### src/rtl/sevseg_timer_mux_pkg.sv
// Shared types, segment constants and BCD-to-7-segment decode
// for the multiplexed BCD timer.
package sevseg_pkg;

    typedef logic [3:0] bcd_t;
    typedef logic [6:0] seg_t;

    // {g,f,e,d,c,b,a}, active-high
    localparam seg_t SEG_0     = 7'h3F;
    localparam seg_t SEG_1     = 7'h06;
    localparam seg_t SEG_2     = 7'h5B;
    localparam seg_t SEG_3     = 7'h4F;
    localparam seg_t SEG_4     = 7'h66;
    localparam seg_t SEG_5     = 7'h6D;
    localparam seg_t SEG_6     = 7'h7D;
    localparam seg_t SEG_7     = 7'h07;
    localparam seg_t SEG_8     = 7'h7F;
    localparam seg_t SEG_9     = 7'h6F;
    localparam seg_t SEG_BLANK = 7'h00;

    function automatic seg_t seg_decode(input bcd_t d);
        seg_t s;
        case (d)
            4'd0:    s = SEG_0;
            4'd1:    s = SEG_1;
            4'd2:    s = SEG_2;
            4'd3:    s = SEG_3;
            4'd4:    s = SEG_4;
            4'd5:    s = SEG_5;
            4'd6:    s = SEG_6;
            4'd7:    s = SEG_7;
            4'd8:    s = SEG_8;
            4'd9:    s = SEG_9;
            default: s = SEG_BLANK;
        endcase
        return s;
    endfunction

endpackage

### src/rtl/sevseg_timer_mux_if.sv
// Control and display bundle between the TT top wrapper
// (master) and the timer/mux block (slave).
interface sevseg_timer_mux_if
    import sevseg_pkg::*;
#(
    parameter int DIGITS = 4
);

    logic                  ena;
    logic                  run;
    logic                  down;
    logic                  clear;
    logic                  load;
    logic [4*DIGITS-1:0]   load_val;
    logic [4*DIGITS-1:0]   bcd;
    seg_t                  segments;
    logic [DIGITS-1:0]     digit_sel;
    logic                  tick;
    logic                  wrap;

    modport master (
        output ena, run, down, clear, load, load_val,
        input  bcd, segments, digit_sel, tick, wrap
    );

    modport slave (
        input  ena, run, down, clear, load, load_val,
        output bcd, segments, digit_sel, tick, wrap
    );

endinterface

### src/rtl/sevseg_timer_mux_bcd_digit.sv
// One BCD digit of the ripple up/down counter; carry/borrow
// are combinational so a whole chain steps on a single edge.
module sevseg_bcd_digit
    import sevseg_pkg::*;
(
    input  logic clk,
    input  logic rst_n,
    input  logic en,
    input  logic down,
    input  logic clr,
    input  logic ld,
    input  bcd_t ld_val,
    output bcd_t q,
    output logic carry,
    output logic borrow
);

    bcd_t q_q;
    bcd_t q_d;

    always_comb begin
        q_d = q_q;
        if (clr) begin
            q_d = '0;
        end else if (ld) begin
            q_d = (ld_val > 4'd9) ? 4'd9 : ld_val;
        end else if (en) begin
            if (down) q_d = (q_q == 4'd0) ? 4'd9 : q_q - 4'd1;
            else      q_d = (q_q == 4'd9) ? 4'd0 : q_q + 4'd1;
        end
    end

    always_ff @(posedge clk or negedge rst_n) begin
        if (!rst_n) q_q <= '0;
        else        q_q <= q_d;
    end

    assign q      = q_q;
    assign carry  = en & ~down & (q_q == 4'd9);
    assign borrow = en &  down & (q_q == 4'd0);

endmodule

### src/rtl/sevseg_timer_mux.sv
// N-digit BCD up/down timer with multiplexed 7-seg driver.
// Define SEVSEG_LEADING_BLANK_EN to blank leading zero digits.
module sevseg_timer_mux
    import sevseg_pkg::*;
#(
    parameter int DIGITS   = 4,
    parameter int TICK_DIV = 10_000_000,
    parameter int MUX_DIV  = 10_000
)(
    input  logic clk,
    input  logic rst_n,
    sevseg_timer_mux_if.slave bus
);

    localparam int PW = $clog2(TICK_DIV);
    localparam int MW = (MUX_DIV > 1) ? $clog2(MUX_DIV) : 1;
    localparam int IW = (DIGITS > 1) ? $clog2(DIGITS) : 1;

    localparam logic [PW-1:0] PRE_TC = PW'(TICK_DIV - 1);
    localparam logic [MW-1:0] REF_TC = MW'(MUX_DIV - 1);
    localparam logic [IW-1:0] IDX_TC = IW'(DIGITS - 1);

    logic [PW-1:0]       pre_q, pre_d;
    logic [MW-1:0]       ref_q, ref_d;
    logic [IW-1:0]       idx_q, idx_d;
    seg_t                seg_q, seg_d;
    logic [DIGITS-1:0]   sel_q, sel_d;
    logic                tick_q, wrap_q;

    logic                do_clr, do_ld, step;
    bcd_t                dig_q [DIGITS];
    logic [DIGITS-1:0]   dig_en, carry, borrow;
    logic [4*DIGITS-1:0] bcd_w;
    bcd_t                cur;
    logic                blank;

    assign do_clr = bus.ena & bus.clear;
    assign do_ld  = bus.ena & bus.load & ~bus.clear;
    assign step   = bus.ena & bus.run & (pre_q == PRE_TC)
                  & ~bus.clear & ~bus.load;

    for (genvar i = 0; i < DIGITS; i++) begin : g_dig
        if (i == 0) begin : g_lsd
            assign dig_en[i] = step;
        end else begin : g_rip
            assign dig_en[i] = carry[i-1] | borrow[i-1];
        end

        sevseg_bcd_digit u_dig (
            .clk    (clk),
            .rst_n  (rst_n),
            .en     (dig_en[i]),
            .down   (bus.down),
            .clr    (do_clr),
            .ld     (do_ld),
            .ld_val (bus.load_val[4*i +: 4]),
            .q      (dig_q[i]),
            .carry  (carry[i]),
            .borrow (borrow[i])
        );

        assign bcd_w[4*i +: 4] = dig_q[i];
    end

    always_comb begin
        pre_d = pre_q;
        ref_d = ref_q;
        idx_d = idx_q;
        if (do_clr || do_ld) begin
            pre_d = '0;
        end else if (bus.ena && bus.run) begin
            pre_d = (pre_q == PRE_TC) ? '0 : pre_q + 1'b1;
        end
        if (bus.ena) begin
            if (ref_q == REF_TC) begin
                ref_d = '0;
                idx_d = (idx_q == IDX_TC) ? '0 : idx_q + 1'b1;
            end else begin
                ref_d = ref_q + 1'b1;
            end
        end
    end

`ifdef SEVSEG_LEADING_BLANK_EN
    logic lead_zero;

    // Walk down from the MSD; digit 0 is never considered.
    always_comb begin
        lead_zero = 1'b1;
        blank     = 1'b0;
        for (int i = DIGITS - 1; i > 0; i--) begin
            lead_zero = lead_zero & (dig_q[i] == 4'd0);
            if (IW'(i) == idx_q) blank = lead_zero;
        end
    end
`else
    assign blank = 1'b0;
`endif

    always_comb begin
        cur   = dig_q[idx_q];
        sel_d = '0;
        seg_d = SEG_BLANK;
        if (bus.ena) begin
            sel_d[idx_q] = 1'b1;
            seg_d        = blank ? SEG_BLANK : seg_decode(cur);
        end
    end

    always_ff @(posedge clk or negedge rst_n) begin
        if (!rst_n) begin
            pre_q  <= '0;
            ref_q  <= '0;
            idx_q  <= '0;
            seg_q  <= SEG_BLANK;
            sel_q  <= '0;
            tick_q <= 1'b0;
            wrap_q <= 1'b0;
        end else begin
            pre_q  <= pre_d;
            ref_q  <= ref_d;
            idx_q  <= idx_d;
            seg_q  <= seg_d;
            sel_q  <= sel_d;
            tick_q <= step;
            wrap_q <= carry[DIGITS-1] | borrow[DIGITS-1];
        end
    end

    assign bus.bcd       = bcd_w;
    assign bus.segments  = seg_q;
    assign bus.digit_sel = sel_q;
    assign bus.tick      = tick_q;
    assign bus.wrap      = wrap_q;

endmodule

### src/flat_wrapper.sv
// flat-port wrapper written by rule: the top's interface ports become plain ports
module sevseg_timer_mux_flat import sevseg_pkg::*;
#(
    parameter int DIGITS   = 4,
    parameter int TICK_DIV = 10_000_000,
    parameter int MUX_DIV  = 10_000
)
  (clk, rst_n, bus_ena, bus_run, bus_down, bus_clear, bus_load, bus_load_val, bus_bcd, bus_segments, bus_digit_sel, bus_tick, bus_wrap);
  sevseg_timer_mux_if #(.DIGITS(DIGITS)) bus_i ();
  input  logic clk;
  input  logic rst_n;
  input wire logic [$bits(bus_i.ena)-1:0] bus_ena;
  input wire logic [$bits(bus_i.run)-1:0] bus_run;
  input wire logic [$bits(bus_i.down)-1:0] bus_down;
  input wire logic [$bits(bus_i.clear)-1:0] bus_clear;
  input wire logic [$bits(bus_i.load)-1:0] bus_load;
  input wire logic [$bits(bus_i.load_val)-1:0] bus_load_val;
  output wire logic [$bits(bus_i.bcd)-1:0] bus_bcd;
  output wire logic [$bits(bus_i.segments)-1:0] bus_segments;
  output wire logic [$bits(bus_i.digit_sel)-1:0] bus_digit_sel;
  output wire logic [$bits(bus_i.tick)-1:0] bus_tick;
  output wire logic [$bits(bus_i.wrap)-1:0] bus_wrap;
  assign bus_i.ena = bus_ena;
  assign bus_i.run = bus_run;
  assign bus_i.down = bus_down;
  assign bus_i.clear = bus_clear;
  assign bus_i.load = bus_load;
  assign bus_i.load_val = bus_load_val;
  assign bus_bcd = bus_i.bcd;
  assign bus_segments = bus_i.segments;
  assign bus_digit_sel = bus_i.digit_sel;
  assign bus_tick = bus_i.tick;
  assign bus_wrap = bus_i.wrap;
  sevseg_timer_mux #(.DIGITS(DIGITS), .TICK_DIV(TICK_DIV), .MUX_DIV(MUX_DIV)) u_core (.clk(clk), .rst_n(rst_n), .bus(bus_i));
endmodule
### config.mk
export PLATFORM = sky130hd
export DESIGN_NAME = sevseg_timer_mux_flat
export DESIGN_NICKNAME = d
export VERILOG_FILES = /design/src/rtl/sevseg_timer_mux_pkg.sv /design/src/rtl/sevseg_timer_mux_if.sv /design/src/rtl/sevseg_timer_mux_bcd_digit.sv /design/src/rtl/sevseg_timer_mux.sv /design/src/flat_wrapper.sv
export SDC_FILE = /design/constraint.sdc
export NUM_CORES = 1
export LEC_CHECK = 0
export ABC_AREA = 1
export BUFFER_PORTS_ARGS = -buffer_cell sky130_fd_sc_hd__buf_2
export CAP_MARGIN = 0
export CORE_AREA = 8 8 128 130
export CTS_CLUSTER_SIZE = 14
export DETAILED_ROUTE_END_ITERATION = 8
export DIE_AREA = 0 0 136 138
export PLACE_DENSITY_LB_ADDON = 0.1
export SETUP_SLACK_MARGIN = 0.5
export SYNTH_ARGS = -nofsm -noshare
export SYNTH_HDL_FRONTEND = slang
export SYNTH_SLANG_ARGS = --single-unit
### constraint.sdc
create_clock -name clk -period 4.27 [get_ports clk]
set_input_delay 0.6405 -clock clk [delete_from_list [all_inputs] [get_ports clk]]
set_output_delay 0.6405 -clock clk [all_outputs]
set_load 0.05 [all_outputs]
Word-level counts from Yosys, hierarchy flattened
Memory sizes are Yosys's and may differ from the RTL's. Index checks and enable logic that the tools add are counted.

Register bits after elaboration: 69. Latch bits: 0. RAM bits: 0. ROM bits: 112. Logic and storage cells: 121. Memories: 1.

Memory list: (no name shown) (depth 16, bits a word 7, rd ports 1, clocked after Yosys merged registers in 0, write ports 0, RTL line sevseg_timer_mux_pkg.sv:23) `case (d)`.

Add/sub/neg operators: 11. $mul: 0. Div/mod/pow operators: 0. Magnitude comparators: 7. Equality and inequality tests: 7. Shift operators: 0. Multiplexer cells: 40. Bitwise operators: 31. Reduce and logical (&&, ||, !) cells: 13.

Operator list (number): $mux 4 (31); $mux 24 (3); $add 24x1->24 const B (1); $eq 24x24->1 const B (1); $and 1x1->1 (23); $add 4x1->4 const B (4); $eq 4x4->1 const B (4); $gt 4x4->1 const B (4); $logic_not 4->1 (4); $sub 4x1->4 const B (4); $add 14x1->14 const B (1); $eq 14x14->1 const B (1); $mux 14 (1); $reduce_bool 3->1 (4); $bmux 4 s2 (1); $mux 7 (1); $or 1x1->1 (4); $ge 3x3->1 const B (1); $lt 2x3->1 const B (1); $not 1->1 (3); $not 2->3 (1); $add 2x1->2 const B (1); $demux 1 s2 (1); $eq 2x2->1 const B (1); 7 further kinds (8).

Depth between registers and ports, before layout
Gate-level depths: netlist of the first run.

Depth after elaboration: 16. Depth in mapped cells: 11.

Cells and area by module
Synthesis of the first run repeated with hierarchy kept, for this count alone.

Cell total of the unflattened synthesis: 741. Area, all modules: 4834.6 µm².

Modules (own cells, without submodules): sevseg_timer_mux (instances 1, cells an instance 481, area each 3408.3 µm², seq. area each 1326.3 µm²); sevseg_bcd_digit (instances 4, cells an instance 65, area each 356.6 µm², seq. area each 100.1 µm²).

Worst setup path before layout of the first run
OpenSTA, ideal clock, no wires.

Kind: reg2reg. From: register u_core.g_dig[0].u_dig.q_q[0]. To: register u_core.g_dig[1].u_dig.q_q[0]. Library setup time: 0.129 ns. Data arrival time: 1.786 ns. Data required time: 4.141 ns. Slack: 2.355 ns. Stages on the path, launching flop included: 11. Buffers on the path: 0. Clock period less this slack: 1.915 ns. Cells stage by stage: dfrtp_1 > inv_1 > ha_1 > nand2_1 > nor2_1 > nand2_1 > nand2_1 > nand2_1 > nand2_4 > nand3_1 > o21ai_0.

Longest elaborated chain between the ends: 4.

Ends and longest elaborated chain: start: declaration (RTL line sevseg_timer_mux_bcd_digit.sv:18) `bcd_t q_q;`; start signal: assignment (RTL line sevseg_timer_mux_bcd_digit.sv:35) `else q_q <= q_d;`; $eq 4x4->1 or $logic_not 4->1 (tied branches) (RTL line sevseg_timer_mux_bcd_digit.sv:39, sevseg_timer_mux_bcd_digit.sv:40); $and 1x1->1, on equally long branches (RTL line sevseg_timer_mux_bcd_digit.sv:39, sevseg_timer_mux_bcd_digit.sv:40); $or 1x1->1 * (RTL line sevseg_timer_mux.sv:46) `assign dig_en[i] = carry[i-1] | borrow[i-1];`; $reduce_bool 3->1 (no source line) *; end signal: assignment (RTL line sevseg_timer_mux_bcd_digit.sv:35); end: declaration (RTL line sevseg_timer_mux_bcd_digit.sv:18).

Mark *: on every way between the ends. The rest lies on a longest branch, timed or not. A chain may end at the register's enable or synchronous reset.

Worst setup path after layout of the first run
From: register u_core.idx_q[0]. To: register u_core.seg_q[3], in the netlist u_core.bus.segments[3].

Longest elaborated chain between the ends: 6.

Ends and longest elaborated chain: start: declaration (RTL line sevseg_timer_mux.sv:25) `logic [IW-1:0] idx_q, idx_d;`; start signal: assignment (RTL line sevseg_timer_mux.sv:122) `idx_q <= idx_d;`; $not 2->3 (not written as such) (RTL line sevseg_timer_mux.sv:101) `cur = dig_q[idx_q];`; $bmux 4 s2 (RTL line sevseg_timer_mux.sv:101); $mux 4 (not written as such) (2 in series) (RTL line sevseg_timer_mux.sv:101); $mem_v2 16x7; $mux 7 (RTL line sevseg_timer_mux.sv:104) `if (bus.ena) begin`; named net u_core.seg_d[3] (RTL line sevseg_timer_mux.sv:26) `seg_t seg_q, seg_d;`; end signal: assignment (RTL line sevseg_timer_mux.sv:123) `seg_q <= seg_d;`; end: declaration (RTL line sevseg_timer_mux.sv:26).

The timed path passes the listed nets, and every way through them passes these cells. The select of a mux whose other input is x is not followed.

==> impl_metrics.json, run 1 <==
{
  "worstPathArrival_ns": 2.35,
  "antenna_found_initial": 0,
  "synth_area_um2": 4880,
  "rows": 44,
  "cts_buffers": 9,
  "max-slew-margin-rel_pct": 38.1,
  "p_leak_nw": 2.78,
  "final_nets": 770,
  "pwr_density_cell_nw_per_um2": 486,
  "finalWeightedCongestion": 0.887,
  "areaGrowthSynthToFinish_pct": 15.0,
  "finalPower_mw": 2.73,
  "grt_pass1_wl_um": 23200,
  "die_w_um": 136,
  "drtAntennaViolNets": 0,
  "ioPinCount": 52,
  "num_vias": 4551,
  "clockBufferDepth": 2,
  "synth-seq-cells": 69,
  "clock_sinks": 69,
  "postCtsHoldBufs": 0,
  "ys_types": 49,
  "drc_errors": 0,
  "cp-end-kind": "flip-flop",
  "drv_slew": 0,
  "worst_slew_pin_slew_ns": 0.929,
  "grt_max_degree": 70,
  "dieArea_um2": 18800,
  "syn-num-nets": 722,
  "skew_ns": 0.0102,
  "vdd_ir_drop_max_uv": 250,
  "viasPerCell": 5.01,
  "die_y_um": 138,
  "finalSetupViolCount": 0,
  "max_freq_ghz": 0.468,
  "grt.total_usage_pct": 15.1,
  "layout-drive-gt1-share_pct": 14.4,
  "start_kind": "flip-flop",
  "tritoncts": "built",
  "status": "complete, no violations",
  "final_common_cell": "nand2_1",
  "drt_pre_antenna_iters": 5,
  "cts_resized": 0,
  "postSynthAreaPerCell_um2": 7.27,
  "hpwl_um": 10300,
  "ys_seq_area_share_pct": 35.4,
  "post_drt_wl_per_cell_um": 15.1,
  "n_antenna_cell": 0,
  "crit_required_ns": 4.49,
  "portBuffers": 51,
  "finalWirelength_um": 13700,
  "hold_path.class": "in2async",
  "postSynthCellCount": 671,
  "clk_pin_slew_worst_paths_ns": 0.06,
  "post-route-util_pct": 39.2,
  "finalCritPeriodShare_pct": 50.0,
  "drv_cap": 0,
  "crit_type": "reg2reg",
  "grt_setup_unrepaired": "no",
  "postCtsSetupRepairBufs": 0,
  "tns_ns": 0,
  "initial_utilization_pct": 34.1,
  "core-area_um2": 14300,
  "clock-root-buffer": "clkbuf_16",
  "yosys_warnings": 0,
  "clock_latency_ns": 0.34,
  "hold_viol": 0,
  "htreeDepth": 3,
  "overflow": 0,
  "final_cell_mix": "148 x nand2_1, 91 x nor2_1, 71 x inv_1",
  "drt_iter0_drc": 292,
  "period_minus_slack_ns": 2.14,
  "crit_fanout": 15,
  "first_global_vias": 4609
}
## synthesized netlist by cell type (all sizes together)
| cell type | n | area, um2 |
|---|---|---|
| nor3b | 3 | 27.5 |
| a21oi | 34 | 170 |
| nand3 | 59 | 313 |
| a31oi | 4 | 25.0 |
| a32o | 1 | 10.0 |
| o22ai | 2 | 12.5 |
| o211ai | 3 | 22.5 |
| o21bai | 1 | 7.51 |
| dfrtp | 69 | 1730 |
| inv | 82 | 310 |
| nand4 | 13 | 96.3 |
| ha | 28 | 350 |
| a211oi | 1 | 12.5 |
| o211a | 1 | 10.0 |
| o21a | 1 | 7.51 |
| xnor2 | 1 | 8.76 |
| a21boi | 1 | 11.3 |
| nand2 | 158 | 652 |
| and3 | 1 | 6.26 |
| or2 | 2 | 12.5 |
| clkinv | 1 | 3.75 |
| buf | 8 | 53.8 |
| nor3 | 22 | 115 |
| o21ai | 38 | 194 |
| xor2 | 24 | 210 |
| o31ai | 2 | 15.0 |
| a32oi | 2 | 17.5 |
| nor4 | 5 | 31.3 |
| nor2 | 98 | 423 |
| clkbuf | 6 | 22.5 |
## sequential cells by signal (all words and copies together) (netlist names)
signal and cells:
u_core.pre_q 24, u_core.g_dig.u_dig.q 16, u_core.ref_q 14, u_core.bus.segments 7, u_core.bus.digit_sel 4, u_core.idx_q 2
u_core.bus.tick 1, u_core.bus.wrap 1
## routing by layer
layer  wire length (um)  GRT usage, %  share of wire (%)  vias to the layer above
met1               6280          19.0                 46                     2153
li1                   -             -                  -                     2290
met5                  0             0                  0                        -
met2               6690          25.3                 49                       93
met3                570          3.04                4.1                       15
met4                199          4.74                1.4                        0
## layout make-up
| class | count | area, um2 |
|---|---|---|
| Fill cell | 1548 | 8700 |
| Multi-Input combinational cell | 505 | 2760 |
| Sequential cell | 69 | 1730 |
| Inverter | 83 | 314 |
| Timing Repair Buffer | 51 | 258 |
| Tap cell | 184 | 230 |
| Clock buffer | 9 | 225 |
| Clock inverter | 7 | 96.3 |
## logic make-up after synthesis
group | share of synthesized area, %
adders and majority gates | 7.18
xor gates and xnor gates | 4.49
buffers and inverters | 8.00
AOI/OAI and AO/OA | 10.6
and+or+nand+nor | 34.4
DFF | 35.4
## through the flow
stage	setup WS (ns)	instance area (um2)	hold WS (ns)	cells
floorplan	2.35	4880	0.345	671
global placement	1.86	5290	0.487	892
finish	2.13	5610	0.452	908
detailed placement	1.86	5290	0.496	892
global route	1.91	5610	0.535	908
CTS	2.12	5610	0.492	908
## critical path, stage by stage (launching register included)
cell,delay [ns]
dfrtp_1,0.54
inv_1,0.27
nand2_1,0.07
a32oi_1,0.40
inv_1,0.17
ha_1,0.32
inv_1,0.05
nor2_1,0.04
nor2_1,0.11
nor2_1,0.04
## path summary, 6_finish.rpt
| check | cells after the start | slack (ns) | from | end |
|---|---|---|---|---|
| worst min-delay path | 1 | 0.45 | rst_n | u_core.pre_q[22] |
| max in group asynchronous | 1 | 3.23 | rst_n | u_core.g_dig[0].u_dig.q[2] |
| worst min register to register | 2 | 0.50 | u_core.ref_q[1] | u_core.ref_q[1] |
| min in group clk | 2 | 0.50 | u_core.ref_q[1] | u_core.ref_q[1] |
| worst max-delay path | 9 | 2.13 | u_core.idx_q[0] | u_core.bus.segments[3] |
| worst max register to register | 9 | 2.13 | u_core.idx_q[0] | u_core.bus.segments[3] |
## power by group
part / internal, mW / switching [mW] / total [mW]
combinational: 0.292 / 0.706 / 0.998
sequential: 0.759 / 0.148 / 0.907
clock: 0.515 / 0.308 / 0.823
total: 1.57 / 1.16 / 2.73
No activity file was read; power rests on OpenSTA's default activity.
==> inputs of run 2 (changes only) <==
clock period = 1.75 ns   (was 4.27 ns; I/O delays follow)
==> run 2 against run 1 <==
Compared with the run above:
- via count is 14% higher
- routed wire length is 17% higher
- first-iteration DRC count is 22% higher
- largest power group unchanged
- combinational power grew to 4.3 times the previous value
==> impl_metrics.json, run 2 (synthesis gave the netlist of run 1 again) <==
{
  "status": "complete, no violations",
  "cp-end-kind": "flip-flop",
  "endpoint": "u_core.pre_q[14]",
  "areaGrowthSynthToFinish_pct": 60.2,
  "hpwl_um": 10900,
  "reg2reg_depth": 8,
  "rows": 44,
  "pwr_density_cell_nw_per_um2": 1070,
  "finalSetupViolCount": 0,
  "clock_latency_ns": 0.34,
  "p_clk_share_pct": 21.8,
  "die_w_um": 136,
  "clock-root-buffer": "clkbuf_16",
  "crit_fanout": 4,
  "core-area_um2": 14300,
  "finalCritPeriodShare_pct": 93.5,
  "crit_required_ns": 1.98,
  "crit_chain": "ha_4 > nand3_4 > nor2_4 > nand3_4 > nor2_2 > nand2_2 > xor2_2 > nor2_4",
  "overflow": 0,
  "grt_use_met1_pct": 20.9,
  "drc_errors": 0,
  "cp.depth": 8,
  "hold_viol": 0,
  "grt_setup_unrepaired": "yes",
  "ioPinCount": 52,
  "antenna_found_initial": 0,
  "grtUsageMet2_pct": 27.9,
  "clockBufferDepth": 2,
  "drt_iter0_drc": 357,
  "final_cell_mix": "112 x nand2_1, 86 x buf_4, 59 x nor2_1",
  "die_y_um": 138,
  "hold_path.class": "in2reg",
  "switching_share_pct": 42.0,
  "initial_utilization_pct": 34.1,
  "fin_hold_ws_ns": 0.221,
  "max-slew-margin-rel_pct": 73.9,
  "period_minus_slack_ns": 1.64,
  "skew_ns": 0.0109,
  "num_vias": 5174,
  "pwr-share-comb_pct": 50.9,
  "cp_slowest_stage_delay_ns": 0.43,
  "met3_usage_pct": 2.90,
  "drt_pre_antenna_iters": 7,
  "tritoncts": "built",
  "viasPerCell": 4.99,
  "max_freq_ghz": 0.611,
  "crit_path_start": "u_core.pre_q[0]",
  "post_drt_wl_per_cell_um": 15.6,
  "final_common_cell": "nand2_1",
  "r2r-end": "u_core.pre_q[14]",
  "switchingPower_mw": 3.52,
  "start_kind": "flip-flop",
  "grt.total_usage_pct": 17.0,
  "crit_family": "simple AND/OR/NAND/NOR gates",
  "worst_slew_pin_slew_ns": 0.391,
  "clk_pin_slew_worst_paths_ns": 0.06,
  "r2r_slack_ns": 0.11,
  "drv_slew": 0,
  "final_nets": 899,
  "cp_slowest_cell": "dfrtp_1",
  "n_antenna_cell": 0,
  "first_global_vias": 5261,
  "cts_buffers": 9,
  "p_leak_nw": 3.61,
  "largest_register_ffs": 24,
  "dieArea_um2": 18800,
  "p_int_mw": 4.86,
  "finalWeightedCongestion": 0.859,
  "portBuffers": 51,
  "drv_cap": 0,
  "finalWirelength_um": 16100,
  "crit_type": "reg2reg",
  "grt_max_degree": 44,
  "drtAntennaViolNets": 0,
  "pre_cts_slack_ns": -0.0546,
  "worstPathArrival_ns": 1.87,
  "setup_slack_ns": 0.113,
  "vdd_ir_drop_max_uv": 709,
  "cp.buffers_inverters": 0,
  "top_usage_layer": "met2",
  "htreeDepth": 3,
  "layout-drive-gt1-share_pct": 48.4,
  "grt_pass1_wl_um": 25800,
  "r2r-start": "u_core.pre_q[0]",
  "seq_power_share_pct": 27.3,
  "clock_sinks": 69,
  "regMostFlops": "u_core.pre_q"
}
run 2: worst reg2reg max path, cell delays in order, from the launching register on:
cell and delay [ns]:
dfrtp_1 0.43, ha_4 0.18, nand3_4 0.10, nor2_4 0.20
nand3_4 0.13, nor2_2 0.11, nand2_2 0.09, xor2_2 0.23
nor2_4 0.05
run 2: per-layer routing:
metal / vias up / routed length, um
met1: 2471 / 7050
met2: 133 / 7920
met5: - / 0
met3: 32 / 624
met4: 0 / 521
li1: 2538 / -
run 2: power by group through the flow:
stage	Clock (mW)	Combinational (mW)	Sequential [mW]
after floorplan	0	1.52	2.75
after global placement	0	2.76	2.28
after detailed placement	0	2.78	2.28
after CTS	1.86	3.67	2.25
after global routing	1.92	4.62	2.32
final	1.82	4.27	2.29
run 2: area by class of cell:
cell class / count / area, um2
fillers: 1293 / 6500
repair buffers: 180 / 1550
multi-input cells: 505 / 3640
clock buffers: 13 / 250
flip-flops and latches: 69 / 1760
clock inverters: 2 / 35.0
well taps: 184 / 230
inverters: 83 / 352
run 2: what timing repair did:
action / in CTS / in global routing
buffers inserted: 55 / 30
hold buffers: 1 / 0
hold endpoints to repair: 69 / 0
pin swaps: 50 / 77
endpoints found under the setup margin: 79 / 79
resized for setup: 154 / 115
cloned: 0 / 0
run 2: worst min path at each step:
stage	start	slack, ns	end	cells past startpoint
after floorplan	rst_n	-0.03	u_core.bus.digit_sel[0]	0
after detailed placement	rst_n	0.28	u_core.ref_q[11]	2
final	bus_load_val[0]	0.22	u_core.g_dig[0].u_dig.q[0]	3
after global routing	bus_load_val[0]	0.26	u_core.g_dig[0].u_dig.q[0]	3
after CTS	bus_load_val[0]	0.22	u_core.g_dig[0].u_dig.q[0]	3
after global placement	rst_n	0.28	u_core.ref_q[11]	2
run 2: through the flow:
step | instances | TNS, ns | power [mW] | instance area [um2] | utilization, %
after floorplan | 671 | 0 | 4.27 | 5130 | -
after global placement | 935 | -0.151 | 5.03 | 5900 | 41.2
after detailed placement | 935 | -0.135 | 5.06 | 5900 | 41.2
after CTS | 1006 | 0 | 7.79 | 7160 | 50.0
after global routing | 1036 | 0 | 8.85 | 7820 | 54.6
final | 1036 | 0 | 8.38 | 7820 | 54.6
